<file path="config.mk">
export PLATFORM = sky130hd
export DESIGN_NAME = fifo_read_ctrl
export DESIGN_NICKNAME = d
export VERILOG_FILES = /design/src/rtl/fifo_read_ctrl.sv
export SDC_FILE = /design/constraint.sdc
export NUM_CORES = 1
export LEC_CHECK = 0
export ABC_AREA = 1
export BUFFER_PORTS_ARGS = -buffer_cell sky130_fd_sc_hd__buf_2
export CORE_MARGIN = 5
export CORE_UTILIZATION = 32
export CTS_CLUSTER_SIZE = 14
export DETAILED_ROUTE_END_ITERATION = 8
export GPL_TIMING_DRIVEN = 0
export PLACE_DENSITY = 0.53
export SLEW_MARGIN = 5
export SYNTH_ARGS = -nofsm -noshare
export SYNTH_HDL_FRONTEND = slang
export SYNTH_SLANG_ARGS = --single-unit
</file>
<file path="constraint.sdc">
create_clock -name clk -period 2.24 [get_ports clk]
set_input_delay 0 -clock clk [delete_from_list [all_inputs] [get_ports clk]]
set_output_delay 0 -clock clk [all_outputs]
set_load 0.05 [all_outputs]
</file>
<file path="src/rtl/fifo_read_ctrl.sv">
// Read side of a RAM-based FIFO: issues RAM reads, absorbs the one-cycle RAM latency
// with a one-word skid register, and presents a show-ahead head word to the consumer.
module fifo_read_ctrl #(
  parameter int DATA_W = 4,
  parameter int ADDR_W = 3,
  parameter int AE_LVL = 2
) (
  input  logic              clk,
  input  logic              reset,
  input  logic [ADDR_W:0]   wr_ptr,
  input  logic [DATA_W-1:0] q_b,
  input  logic              pop,
  output logic              re_b,
  output logic [ADDR_W-1:0] addr_b,
  output logic [ADDR_W:0]   rd_ptr,
  output logic [DATA_W-1:0] data_out,
  output logic              valid,
  output logic              empty,
  output logic              almost_empty,
  output logic [ADDR_W+1:0] fill,
  output logic              underflow
);

  localparam logic [ADDR_W:0]   PTR_ONE = (ADDR_W+1)'(1);
  localparam logic [ADDR_W+1:0] AE_THR  = (ADDR_W+2)'(AE_LVL);

  logic [ADDR_W:0]   rd_ptr_reg;
  logic [DATA_W-1:0] data_reg;
  logic [DATA_W-1:0] skid_reg;
  logic              valid_reg;
  logic              skid_v_reg;
  logic              pend_reg;

  logic [ADDR_W:0]   mem_cnt;
  logic [1:0]        occ;
  logic [1:0]        occ_after;
  logic              take;

  // Modular pointer difference; equal addresses with differing wrap bits yields 2^ADDR_W.
  assign mem_cnt   = wr_ptr - rd_ptr_reg;
  assign occ       = {1'b0, valid_reg} + {1'b0, skid_v_reg} + {1'b0, pend_reg};
  assign take      = pop && valid_reg;
  assign occ_after = occ - {1'b0, take};

  assign re_b         = !reset && (mem_cnt != '0) && (occ_after < 2'd2);
  assign addr_b       = rd_ptr_reg[ADDR_W-1:0];
  assign rd_ptr       = rd_ptr_reg;
  assign data_out     = data_reg;
  assign valid        = valid_reg;
  assign empty        = !valid_reg;
  assign fill         = {1'b0, mem_cnt} + {{ADDR_W{1'b0}}, occ};
  assign almost_empty = (fill <= AE_THR);
  assign underflow    = !reset && pop && !valid_reg;

  always_ff @(posedge clk) begin
    if (reset) begin
      rd_ptr_reg <= '0;
      data_reg   <= '0;
      skid_reg   <= '0;
      valid_reg  <= 1'b0;
      skid_v_reg <= 1'b0;
      pend_reg   <= 1'b0;
    end else begin
      if (re_b) rd_ptr_reg <= rd_ptr_reg + PTR_ONE;
      pend_reg <= re_b;
      if (take) begin
        // Head consumed: promote skid first so write order is kept.
        if (skid_v_reg) begin
          data_reg <= skid_reg;
          if (pend_reg) skid_reg <= q_b;
          else skid_v_reg <= 1'b0;
        end else if (pend_reg) begin
          data_reg <= q_b;
        end else begin
          valid_reg <= 1'b0;
        end
      end else if (pend_reg) begin
        if (!valid_reg) begin
          data_reg  <= q_b;
          valid_reg <= 1'b1;
        end else begin
          skid_reg   <= q_b;
          skid_v_reg <= 1'b1;
        end
      end
    end
  end

endmodule
</file>
==> summary.txt <==
Status
  – Outcome: complete, but fails checks
  – Failing checks: setup timing

Clocking
  – CTS root buffer: clkbuf_4
  – Worst-Skew Late Latency: 280 ps
  – Max Buffers Root-to-Sink: 2
  – Clock slew at reported path FFs: 90 ps
  – Cts bufs inserted: 3
  – Clock tree sinks: 15
  – CTS tree: yes
  – Clock H-tree levels: 1

Route
  – Via Count: 1059
  – Drt pass-1 iters: 4
  – Vias per cell: 4.376
  – Routed wire length: 2559 µm
  – Routed len/inst: 10.57 µm
  – Drt first-iter violations: 16
  – Drt drc: 0
  – Routed Antenna Nets: 0

Flow run
  – Max Cap Viol: 0

Timing
  – RSZ-0062 raised after global routing: yes
  – Part of the cycle the worst path needs: 113.1%
  – Clk_skew: 1.830 ps
  – Slew Viols, Final: 0
  – Setup-failing EPs final: 5
  – Min Clock Period, post-route: 2534 ps
  – Final Hold Viols: 0
  – Slew HR: 83.31%
  – Slew @ Worst Pin: 252.1 ps
  – Max Clock Freq: 394.6 MHz
  – Final WS setup: -294.3 ps
  – WHS: 55.66 ps

Min path
  – Worst Hold Depth: 4
  – Worst Hold Class: input port to flip-flop

Placement
  – Dpl cell area: 1348 µm²
  – Global placer's final weighted congestion: 0.7885
  – Cell Count Post-Placement: 217
  – # port buffers: 31
  – DP Wirelength: 1898 µm

Power and ir drop
  – Pwr dens: 1569 nW/µm²
  – Lkg Pwr: 0.7981 nW
  – Peak supply drop: 0.4958 mV

Synthesis
  – Sequential fraction of the synthesis area: 28.14%
  – Syn_area_per_cell: 7.623 µm²
  – Top cells by count, synth: nand2_1 (23), inv_1 (22), dfxtp_1 (15), nand3_1 (11), a21oi_1 (9)
  – Top cell type's share of synthesized area: 28.14%
  – Top post-synthesis cells by area: dfxtp_1 (28%), nand2_1 (8.1%), inv_1 (7.7%)
  – Synth Register Bits: 15
  – Distinct cells, synth: 27
  – Syn Nets: 160
  – Most common cell in the netlist: nand2_1
  – Yosys top cell by area: dfxtp_1
  – Synth warn: 0
  – Async set-reset flop share out of synthesis: 0%
  – Synthesized cell area: 1067 µm²
  – Synth Instances: 140
  – Main flop type after synthesis: dfxtp_1
  – Post-synth EDFFs: 0

Final layout
  – Post-Layout Cell Count: 242
  – Final Cell Area: 1653 µm²
  – Number of antenna diodes: 0
  – Nets: 217
  – P&R area growth vs syn: 54.87%
  – Layout cells sized above 1: 50.51%

Floorplan
  – Die H: 67.75 µm
  – Core area: 3284 µm²
  – Die width: 67.75 µm
  – I/O Pins: 32
  – Starting Density: 32.50%
  – Die ar.: 4590 µm²
  – Rows: 21

Setup path
  – CP endpoint: almost_empty
  – Crit path capture type: output port
  – Critical Path Slowest Stage Cell: fa_1
  – Reg2reg end: rd_ptr[3]
  – CP required: 2240 ps
  – Critical path arrival: 2530 ps
  – Crit path max fanout: 2
  – Worst-path cell chain: clkinvlp_4 > fa_1 > inv_2 > ha_4 > fa_2 > xor2_4 > a21oi_2 > nand2_2 > nor2_4 > buf_8
  – Critical path origin: valid
  – Setup slack, reg-to-reg: 210 ps
  – Slowest cell delay on critical path: 520 ps
  – CP Launch Type: flip-flop
  – Reg2Reg Depth: 12
  – R2r startpoint: valid
  – CP Class: flip-flop to output port

Global routing
  – Global-route wire length before repair: 4202 µm
  – Vias in the first global route: 996
  – Initial antenna violation count: 0
  – GRT Util Overall: 11.88%
  – Largest net degree at the start of global routing: 11
  – Gr ovfl total: 0
[kinds of logic (layout without fill, tap and decap cells)]
family                   after synthesis  in the layout  synth area share [%]
adder cells (fa/ha/maj)                9              9                 12.66
AND/OR/NAND/NOR                       61             61                 32.12
XOR/XNOR                               2              2                 2.345
buffers and inverters                 30             86                 12.07
flip-flops                            15             15                 28.14
AO/OA/AOI/OAI                         23             23                 12.66
[critical path, delay by kind of cell, from the launching register on]
kind	cells	cell delay [ps]
adder cells (fa/ha/maj)	3	1090
flip-flops	1	370
buffers and inverters	3	300
XOR/XNOR	1	200
AND/OR/NAND/NOR	2	180
AO/OA/AOI/OAI	1	120
[metrics by stage]
step	utilization (%)	setup WS [ps]	power (mW)	setup TNS, ps
after floorplan	-	-481.2	1.687	-648.4
after global placement	41.03	-263.0	1.882	-263.0
after detailed placement	41.03	-300.0	1.899	-308.7
after CTS	46.48	-310.9	2.270	-700.9
after global routing	50.32	-405.3	2.758	-1163
final	50.32	-294.3	2.594	-712.2
[cells in the final DEF (no fill, tap or decap), types with 2 or more instances in the layout]
| cell | instances |
|---|---|
| nor2_1 | 7 |
| ha_1 | 3 |
| nand2_2 | 8 |
| buf_8 | 4 |
| a21oi_1 | 8 |
| inv_4 | 2 |
| nand2_1 | 21 |
| clkbuf_4 | 3 |
| buf_4 | 18 |
| ha_4 | 3 |
| nand3_2 | 2 |
| dfxtp_4 | 3 |
| dlygate4sd3_1 | 5 |
| inv_1 | 16 |
| nor2_4 | 4 |
| nand2_4 | 5 |
| o21ai_0 | 8 |
| buf_2 | 26 |
| fa_2 | 2 |
| nand3_1 | 11 |
| a31oi_1 | 4 |
| buf_6 | 4 |
| inv_2 | 6 |
| dfxtp_2 | 2 |
| dfxtp_1 | 10 |
[layer usage]
layer / global-route usage [%] / wire length [µm] / up-vias
met5: 0 / 0 / -
met2: 21.99 / 1386 / 20
met4: 5.316 / 21 / 0
met3: 1.997 / 84 / 2
li1: - / - / 557
met1: 13.04 / 1066 / 480
[cell type report]
class,count,area [µm²]
plain buffers,4,27.53
flip-flops and latches,15,314.1
well taps,46,57.56
multi-input cells,95,732.0
inverters,25,102.6
clock buffers,4,26.28
fillers,337,1632
repair buffers,53,392.9
[where the power goes]
group / switching, mW / leakage [nW] / internal, mW
Sequential: 0.0458 / 0.126 / 0.330
Clock: 0.0880 / 0.0150 / 0.0690
Combinational: 1.21 / 0.658 / 0.847
[what timing repair did]
item,4_1_cts,5_1_grt
buffers inserted,7,10
gates resized for setup,19,18
setup endpoints to repair,6,6
hold buffers,5,0
endpoints found under the hold margin,9,0
pin swaps,3,12
[worst min-delay path by stage]
stage,start,to,slack (ps)
3_3_place_gp,q_b[2],skid_reg[2],270
3_5_place_dp,reset,skid_v_reg,270
6_report,pop,skid_v_reg,60
4_1_cts,pop,skid_v_reg,50
2_1_floorplan,reset,skid_reg[3],70
5_1_grt,pop,skid_v_reg,80
(Power assumes the default switching activity.)
